[config.mk]
export PLATFORM = sky130hd
export DESIGN_NAME = jtcop_snd_romarb
export DESIGN_NICKNAME = d
export VERILOG_FILES = /design/src/rtl/jtcop_snd_pkg.sv /design/src/rtl/jtcop_snd_romcache.sv /design/src/rtl/jtcop_snd_romarb.sv
export SDC_FILE = /design/constraint.sdc
export NUM_CORES = 1
export LEC_CHECK = 0
export ABC_CLOCK_PERIOD_IN_PS = 3350
export CAP_MARGIN = 20
export CORE_ASPECT_RATIO = 0.7
export CORE_UTILIZATION = 57
export CTS_BUF_LIST = sky130_fd_sc_hd__clkbuf_2
export DETAILED_ROUTE_END_ITERATION = 8
export PLACE_DENSITY_LB_ADDON = 0.3
export SLEW_MARGIN = 0
export SYNTH_ARGS = -nofsm -noshare
export SYNTH_HDL_FRONTEND = slang
export SYNTH_SLANG_ARGS = --single-unit
[constraint.sdc]
create_clock -name clk -period 3.35 [get_ports clk]
set_input_delay 1.005 -clock clk [delete_from_list [all_inputs] [get_ports clk]]
set_output_delay 1.005 -clock clk [all_outputs]
set_load 0.005 [all_outputs]
[src/rtl/jtcop_snd_pkg.sv]
// jtcop_snd_pkg: shared FSM encoding, ROM base defaults and SDRAM address helper
package jtcop_snd_pkg;
    typedef enum logic [1:0] {IDLE, REQ, WAIT} state_t;
    localparam logic [21:0] CPU_OFFSET_DEF = 22'h0;
    localparam logic [21:0] PCM_OFFSET_DEF = 22'h08000;
    function automatic logic [21:0] sdr_word(input logic [21:0] base, input logic [16:0] word);
        return base + {5'd0, word};
    endfunction
endpackage

[src/rtl/jtcop_snd_romcache.sv]
// jtcop_snd_romcache: one-word read cache with tag compare and byte select
module jtcop_snd_romcache #(
    parameter int AW = 16
) (
    input  logic          clk,
    input  logic          rst,
    input  logic          cs,
    input  logic [AW-1:0] addr,
    input  logic          fill,
    input  logic [AW-2:0] fill_tag,
    input  logic [15:0]   fill_data,
    output logic          hit,
    output logic          ok,
    output logic [7:0]    data
);
    logic [AW-2:0] tag;
    logic [15:0]   cache;
    logic          valid;

    assign hit = cs && valid && tag == addr[AW-1:1];

    // ok and data come from the same pre-fill snapshot so they never disagree
    always_ff @(posedge clk) begin
        if (rst) begin
            valid <= 1'b0;
            tag   <= '0;
            cache <= '0;
            ok    <= 1'b0;
            data  <= '0;
        end else begin
            if (fill) begin
                valid <= 1'b1;
                tag   <= fill_tag;
                cache <= fill_data;
            end
            ok   <= hit;
            data <= addr[0] ? cache[15:8] : cache[7:0];
        end
    end
endmodule

[src/rtl/jtcop_snd_romarb.sv]
// jtcop_snd_romarb: round-robin SDRAM arbiter for sound CPU and ADPCM ROM reads
module jtcop_snd_romarb
    import jtcop_snd_pkg::*;
#(
    parameter logic [21:0] CPU_OFFSET = CPU_OFFSET_DEF,
    parameter logic [21:0] PCM_OFFSET = PCM_OFFSET_DEF
) (
    input  logic        clk,
    input  logic        rst,
    input  logic        cpu_cs,
    input  logic [15:0] cpu_addr,
    output logic [7:0]  cpu_data,
    output logic        cpu_ok,
    input  logic        pcm_cs,
    input  logic [17:0] pcm_addr,
    output logic [7:0]  pcm_data,
    output logic        pcm_ok,
    output logic [21:0] sdr_addr,
    output logic        sdr_rd,
    input  logic        sdr_ack,
    input  logic        sdr_dst,
    input  logic [15:0] sdr_din
);
    state_t      st;
    logic        gnt_pcm, last_pcm;
    logic [16:0] word;
    logic        cpu_hit, pcm_hit;
    logic        cpu_miss, pcm_miss, pick_pcm, fill_cpu, fill_pcm;

    assign cpu_miss = cpu_cs && !cpu_hit;
    assign pcm_miss = pcm_cs && !pcm_hit;
    assign pick_pcm = pcm_miss && (!cpu_miss || !last_pcm);
    assign fill_cpu = st == WAIT && sdr_dst && !gnt_pcm;
    assign fill_pcm = st == WAIT && sdr_dst && gnt_pcm;

    // grant and word are frozen outside IDLE so late address changes never abort a fill
    always_ff @(posedge clk) begin
        if (rst) begin
            st       <= IDLE;
            sdr_rd   <= 1'b0;
            sdr_addr <= '0;
            gnt_pcm  <= 1'b0;
            last_pcm <= 1'b1;
            word     <= '0;
        end else begin
            case (st)
                IDLE: if (cpu_miss || pcm_miss) begin
                    st       <= REQ;
                    sdr_rd   <= 1'b1;
                    gnt_pcm  <= pick_pcm;
                    last_pcm <= pick_pcm;
                    word     <= pick_pcm ? pcm_addr[17:1] : {2'd0, cpu_addr[15:1]};
                    sdr_addr <= pick_pcm ? sdr_word(PCM_OFFSET, pcm_addr[17:1])
                                         : sdr_word(CPU_OFFSET, {2'd0, cpu_addr[15:1]});
                end
                REQ: if (sdr_ack) begin
                    st     <= WAIT;
                    sdr_rd <= 1'b0;
                end
                WAIT: if (sdr_dst) st <= IDLE;
                default: st <= IDLE;
            endcase
        end
    end

    jtcop_snd_romcache #(.AW(16)) u_cpu (
        .clk(clk), .rst(rst), .cs(cpu_cs), .addr(cpu_addr),
        .fill(fill_cpu), .fill_tag(word[14:0]), .fill_data(sdr_din),
        .hit(cpu_hit), .ok(cpu_ok), .data(cpu_data)
    );

    jtcop_snd_romcache #(.AW(18)) u_pcm (
        .clk(clk), .rst(rst), .cs(pcm_cs), .addr(pcm_addr),
        .fill(fill_pcm), .fill_tag(word), .fill_data(sdr_din),
        .hit(pcm_hit), .ok(pcm_ok), .data(pcm_data)
    );
endmodule

==> impl_results.md, run 1 <==
* Longest Clk Path Bufs at 2
* NetSw at about 0.00064 W
* Core area at roughly 8000 um^2
* Count of input and output buffers at 92
* Placement-stage cell area at about 5700 um^2
* Logic pwr share at ~17%
* Reg area at 2182 um^2
* Synth-to-layout area growth at 20.50%
* Htree depth at 3
* Worst Path Required at between 3000 and 4000 ps
* Fin. Hold Viols at 0
* Total clock sinks at around 110
* Period minus WS final at 2830 ps
* Setup WS pre-CTS at -51.91 ps
* Bufs and invs on worst path at 1
* Share of layout cells above drive strength 1 at approximately 9%
* Most area-hungry cell type in the Yosys netlist: dfxtp_1
* DR pass1 iterations at 9
* Tightest Hold Check Type: flip-flop to flip-flop
* Die area at a little under 9000 um^2
* CP max stage cell: o21ai_2
* First-pass GRT wire length at between 15 and 20 mm
* DRC violations left at 8
* Routability Congestion at 0.9207
* Worst-margin pin slew at roughly 850 ps
* CP peak stage delay at around 680 ps
* Status: finished with violations
* Placement row count at 27
* Post-Synthesis Cells at about 580
* Initial DRC count at between 200 and 250
* Commonest cells post-synth: nand2_1 (133), dfxtp_1 (109), a21oi_1 (82)
* Postcts setup bufs at 0
* Fin worst setup slack at a little over 500 ps
* Fin Clk Skew at ~28 ps
* Synth Register Bits at around 110
* Top FF cell, synth: dfxtp_1
* DR vias at 4208
* CTS root buf: clkbuf_2
* Internal power at around 0.0016 W
* Starting Density at between 50 and 60%
* Filler instances at around 660
* Kind of critical path: input pin to flip-flop
* Final critical-path share of the clock period at 84.49%
* Synthesis Warnings at 0
* Clock Latency Late Sink at ~550 ps
* CP endpoint kind: flip-flop
* Dpl hpwl at between 9 and 10 mm
* Final Cell Area at 5773 um^2
* Fin nets at approximately 700
* DR vias/cell at roughly 5.6
* Clock share of power at a little under a quarter
* Leakage at 2.262 nW
* TritonCTS clock tree: built
* Num CTS Buffers at 9
* Sequential Power Share at 60.4%
* Critical-path cell list: clkdlybuf4s50_1 > xor2_1 > nor4_1 > and4_4 > o21ai_2 > nor3_2 > a22o_1
* Post-synth ARST share at 0%
* Clock-pin slew on the worst setup and hold paths at roughly 280 ps
* Syn Area/Cell at between 8 and 9 um^2
* WL per Instance at between 15 and 20 um
* Slew Limit Headroom at a little over two fifths
* Synth cell types at 35
* Delay-heaviest family, CP: compound AO/OA/AOI/OAI gates
* Detail Route Antenna Nets at 0
* Post-CTS Hold Buffers at 0
* Multi-input logic area at 2241 um^2
* Largest cells by area after synthesis: dfxtp_1 (46%), nand2_1 (10%), a21oi_1 (8.6%)
* Count leader, synth: nand2_1
* Final Setup Violations at 0
* Post-Syn Area at 4791 um^2
* Failing checks: DRC
* CP max FO at 16
* Io pins at 97
* Gr usage total at 29.20%
* Max cap viols at 0
* Sequential element share of the synthesized area at between 40% and 50%
* Fmax at between 0.3 and 0.4 GHz
* Switching Fraction at between 20% and 30%
* Antenna Cells at 0
* Pwr/cell area at 395.4 nW/um^2
* Total grt overflow at 0
* Final wirelength at roughly 12 mm
* Maximum vdd drop at approximately 0.21 mV
* Yosys top cell area share at ~46%
* Antenna violations before repair at 2
* Die Wd at between 100 and 150 um
* Post-synth EDFFs at 0
* CP Data Arrival Time at between 3000 and 4000 ps
* RSZ-0062 raised after global routing: false
* Final max-slew violation count at 0
* Critical Path Start Type: input pin
* Vias in the first global route at just over 4000
* DIE HEIGHT at 78.71 um
* Post_cts resized at 0
* Pin count of the biggest net entering global routing at 45
-- cell usage in the layout, fill, tap and decap left out, drive strengths merged, types with 3 or more instances in the layout --
master / netlist / routed
a22o: 5 / 5
clkbuf: 27 / 11
mux2i: 16 / 16
nor4: 12 / 12
o21ai: 3 / 3
xor2: 31 / 31
clkdlybuf4s50: 0 / 91
dfxtp: 109 / 109
buf: 30 / 19
nor2: 29 / 29
nor3: 33 / 33
clkinv: 0 / 4
conb: 1 / 4
nand2: 133 / 133
inv: 18 / 18
nor4b: 15 / 15
and3: 16 / 16
a21oi: 82 / 82
-- path summary, 6_finish.rpt --
check	from	to	slack, ps	cells past startpoint
max	cpu_addr[4]	sdr_addr[15]	520	7
min	u_cpu.cache[0]	u_cpu.cache[0]	470	2
min reg2reg	u_cpu.cache[0]	u_cpu.cache[0]	470	2
max reg2reg	u_cpu.tag[3]	sdr_addr[15]	1050	6
-- flip-flops by register name, indices dropped and copies added, names as in the netlist, 3 cells and up --
register,count
u_pcm.tag,17
word,17
u_cpu.cache,16
u_pcm.cache,16
u_cpu.tag,15
u_cpu.data,8
u_pcm.data,8
sdr_addr,3
-- layout make-up --
cell class,instances,share of cell area (%)
Inverter,18,1.170
Multi-Input combinational cell,394,38.82
Sequential cell,109,37.80
Clock buffer,11,0.9536
Tap cell,101,2.189
Clock inverter,5,0.6502
Timing Repair Buffer,110,18.42
-- metrics by stage --
stage / utilization [%] / TNS (ps) / instances / total power, W / hold slack [ps]
3_3_place_gp: 70.95 / 0 / 732 / 0.001762 / 440.7
4_1_cts: 72.10 / 0 / 748 / 0.002288 / 476.9
2_1_floorplan: - / 0 / 578 / 0.001609 / 431.5
6_report: 72.10 / 0 / 748 / 0.002283 / 474.5
3_5_place_dp: 70.95 / -211.1 / 732 / 0.001775 / 448.9
5_1_grt: 72.10 / 0 / 748 / 0.002377 / 493.3
-- cells by family after synthesis --
logic type	Yosys count	synth area share, %
other	1	0.07827
buffers and inverters	75	7.965
AND/OR/NAND/NOR	246	26.12
multiplexers	16	3.343
adder cells (fa/ha/maj)	1	0.2611
AO/OA/AOI/OAI	95	10.84
XOR/XNOR	32	5.850
flip-flops	109	45.55
-- layer usage --
layer / GRT usage, % / vias up / part of all wire, %
met5: 0 / - / 0.22
met4: 12.70 / 4 / 2.4
met3: 7.939 / 35 / 9.6
met2: 45.50 / 190 / 44
met1: 38.31 / 1952 / 44
li1: - / 2027 / -
-- worst reg2reg max path: cells and delay by family, from the launching register on --
family / cells / cell delay, ps
simple gates: 3 / 510
xor+xnor: 1 / 330
flops: 1 / 420
compound gates: 2 / 960
-- power by group through the flow --
stage / Sequential [W] / Clock, W / Combinational, W
after detailed placement: 0.00140 / 0 / 0.000375
after floorplan: 0.00139 / 0 / 0.000221
after global routing: 0.00139 / 0.000585 / 0.000407
after global placement: 0.00140 / 0 / 0.000364
after CTS: 0.00138 / 0.000533 / 0.000377
final: 0.00138 / 0.000524 / 0.000381
Power figures use the tool's default switching activity.
==> inputs of run 2 (changes only) <==
ABC_CLOCK_PERIOD_IN_PS = 2880   (was 3350)
CORE_UTILIZATION = 53   (was 57)
clock period = 2.88 ns   (was 3.35 ns; I/O delays follow)
==> run 2 against run 1 <==
Against the previous run:
- the run now ends clean
- clock power rose by 49%
- wire length rose by 3.4%
- sequential power rose by 16%
- register-to-register slack got worse by 400 ps
- cell count rose by 3.7%
- sequential cell count did not move
- worst setup slack got worse by 220 ps
- first-iteration DRC count rose by 80%
- non-clock buffer count rose by 10
- clock skew fell by 5.3 ps
==> impl_results.md, run 2 (synthesis results as in run 1) <==
* Status: complete, no violations
* Postcts setup bufs at 0 (unchanged)
* Dpl hpwl at 9.278 mm (+1.2%)
* Largest registers: u_pcm.tag (17), word (17)
* Die area at 9429 um^2 (+7.4%)
* Pwr/cell area at 478.4 nW/um^2 (+21%)
* Post-Layout Cell Count at 776 (+3.7%)
* Fmax at approximately 0.39 GHz
* CP peak stage delay at 450 ps (-230 ps)
* WL per Instance at 16.59 um (-0.35%)
* Multi-input logic area at 2241 um^2 (unchanged)
* CP max FO at 6 (-10)
* Starting Density at 55.59% (-4.2 points)
* Fin Clk Skew at 22.93 ps (-5.255 ps)
* Htree depth at 3 (unchanged)
* TritonCTS clock tree: built
* CP endpoint kind: flip-flop
* Total grt overflow at 0 (unchanged)
* Synth-to-layout area growth at 24.11%
* DRC violations left at 0 (-8)
* CTS root buf: clkbuf_2
* Detail Route Antenna Nets at 0 (unchanged)
* DR vias/cell at 5.508 (-2.1%)
* Inst Count DP at 760 (+3.8%)
* Post-CTS Hold Buffers at 0 (unchanged)
* Critical-path cell list: clkdlybuf4s50_1 > xor2_1 > nor4_1 > nand3_1 > o211a_1 > buf_4 > nor3_4 > a22o_1
* Maximum vdd drop at 0.4139 mV (+95%)
* Bufs and invs on worst path at 2 (+1)
* Final core occ at 68.99% (-3.1 points)
* Final Setup Violations at 0 (unchanged)
* Num CTS Buffers at 9 (unchanged)
* Antenna violations before repair at 0 (-2)
* Commonest non-fill, non-tap cell in the layout: nand2_1
* Core area at 8618 um^2 (+7.6%)
* Worst-margin pin slew at 647.6 ps (-205.1 ps)
* Slew Limit Headroom at 56.82% (+14 points)
* Antenna Cells at 0 (unchanged)
* Total clock sinks at 109 (unchanged)
* Leakage at 2.334 nW (+3.2%)
* Fin. Hold Viols at 0 (unchanged)
* Clock Latency Late Sink at 570 ps (+20 ps)
* Worst Path Required at 3400 ps (-420 ps)
* Critical Path Start Type: input pin
* DR vias at 4274 (+1.6%)
* Delay-heaviest family, CP: simple AND/OR/NAND/NOR gates
* Tot Pwr at 0.002844 W (+25%)
* Final wirelength at 12.87 mm (+3.4%)
* Max cap viols at 0 (unchanged)
* Fin nets at 709 (+1.4%)
* Placement row count at 28 (+3.7%)
* Pin count of the biggest net entering global routing at 33 (-27%)
* Commonest non-fill, non-tap cells in the layout: nand2_1 (133), dfxtp_1 (109), clkdlybuf4s50_1 (91), a21oi_1 (82)
* Period minus WS final at between 2000 and 3000 ps
* Final max-slew violation count at 0 (unchanged)
* Share of layout cells above drive strength 1 at 10.37% (+1.4 points)
* Tightest Hold Check Type: flip-flop to flip-flop
* Die Wd at 115.6 um (+3.6%)
* Gr usage total at 28.31% (-0.89 points)
* Count of input and output buffers at 92 (unchanged)
* Final critical-path share of the clock period at around nine tenths
* RSZ-0062 raised after global routing: false
* Post_cts resized at 0 (unchanged)
* Vias in the first global route at 3930 (-3.3%)
* First-pass GRT wire length at 20.09 mm (+0.72%)
* Kind of critical path: input pin to flip-flop
* Longest Clk Path Bufs at 2 (unchanged)
* Routability Congestion at 0.9254 (+0.51%)
* DR pass1 iterations at 5 (-4)
* Reg area at 2182 um^2 (unchanged)
* Filler instances at 751 (+14%)
* Initial DRC count at 401 (+80%)
* CP Data Arrival Time at 3100 ps (-200 ps)
* Clock-pin slew on the worst setup and hold paths at 270 ps (about the same)
* Io pins at 97 (unchanged)
* CP max stage cell: clkdlybuf4s50_1
* DIE HEIGHT at 81.55 um (+3.6%)
## run 2: area by class of cell
class | count | share of cell area (%)
multi-input combinational | 394 | 37.69
sequential | 109 | 36.70
timing repair buffer | 120 | 19.70
tap | 120 | 2.525
clock inverter | 6 | 1.494
inverter | 18 | 1.136
clock buffer | 9 | 0.7576
## run 2: tightest hold or removal path: cells and delay by family, from the launching register on
kind / cells / cell delay (ps)
flip-flops: 1 / 370
AO/OA/AOI/OAI: 1 / 50
AND/OR/NAND/NOR: 1 / 50
## run 2: where the power goes
group,switching (W),internal (W)
registers,0.0000437,0.00156
logic,0.000225,0.000238
clock network,0.000498,0.000281
## run 2: final timing paths
path                startpoint       endpoint  slack, ps  depth (start not counted)
setup / recovery   pcm_addr[4]   sdr_addr[16]        300                          8
hold / removal        word[16]  u_pcm.tag[16]        460                          2
setup reg to reg  u_pcm.tag[3]   sdr_addr[16]        650                          7
hold reg to reg       word[16]  u_pcm.tag[16]        460                          2
## run 2: routing by layer
metal / up-vias / GRT usage [%] / routed length, um / part of all wire, %
met5: - / 0 / 0 / 0
met4: 0 / 7.821 / 134 / 1.0
met3: 13 / 5.756 / 974 / 7.6
met2: 178 / 43.95 / 5732 / 45
met1: 2033 / 40.06 / 6031 / 47
li1: 2050 / - / - / -
## run 2: through the flow
step	hold slack [ps]	worst slack (ps)	setup TNS [ps]	area [um^2]
2_1_floorplan	431.5	613.1	0	4802
4_1_cts	470.9	14.75	0	5931
3_5_place_dp	447.6	-601.9	-11590	5797
6_report	462.5	303.5	0	5946
3_3_place_gp	439.2	-476.2	-10220	5797
5_1_grt	467.8	257.3	0	5946
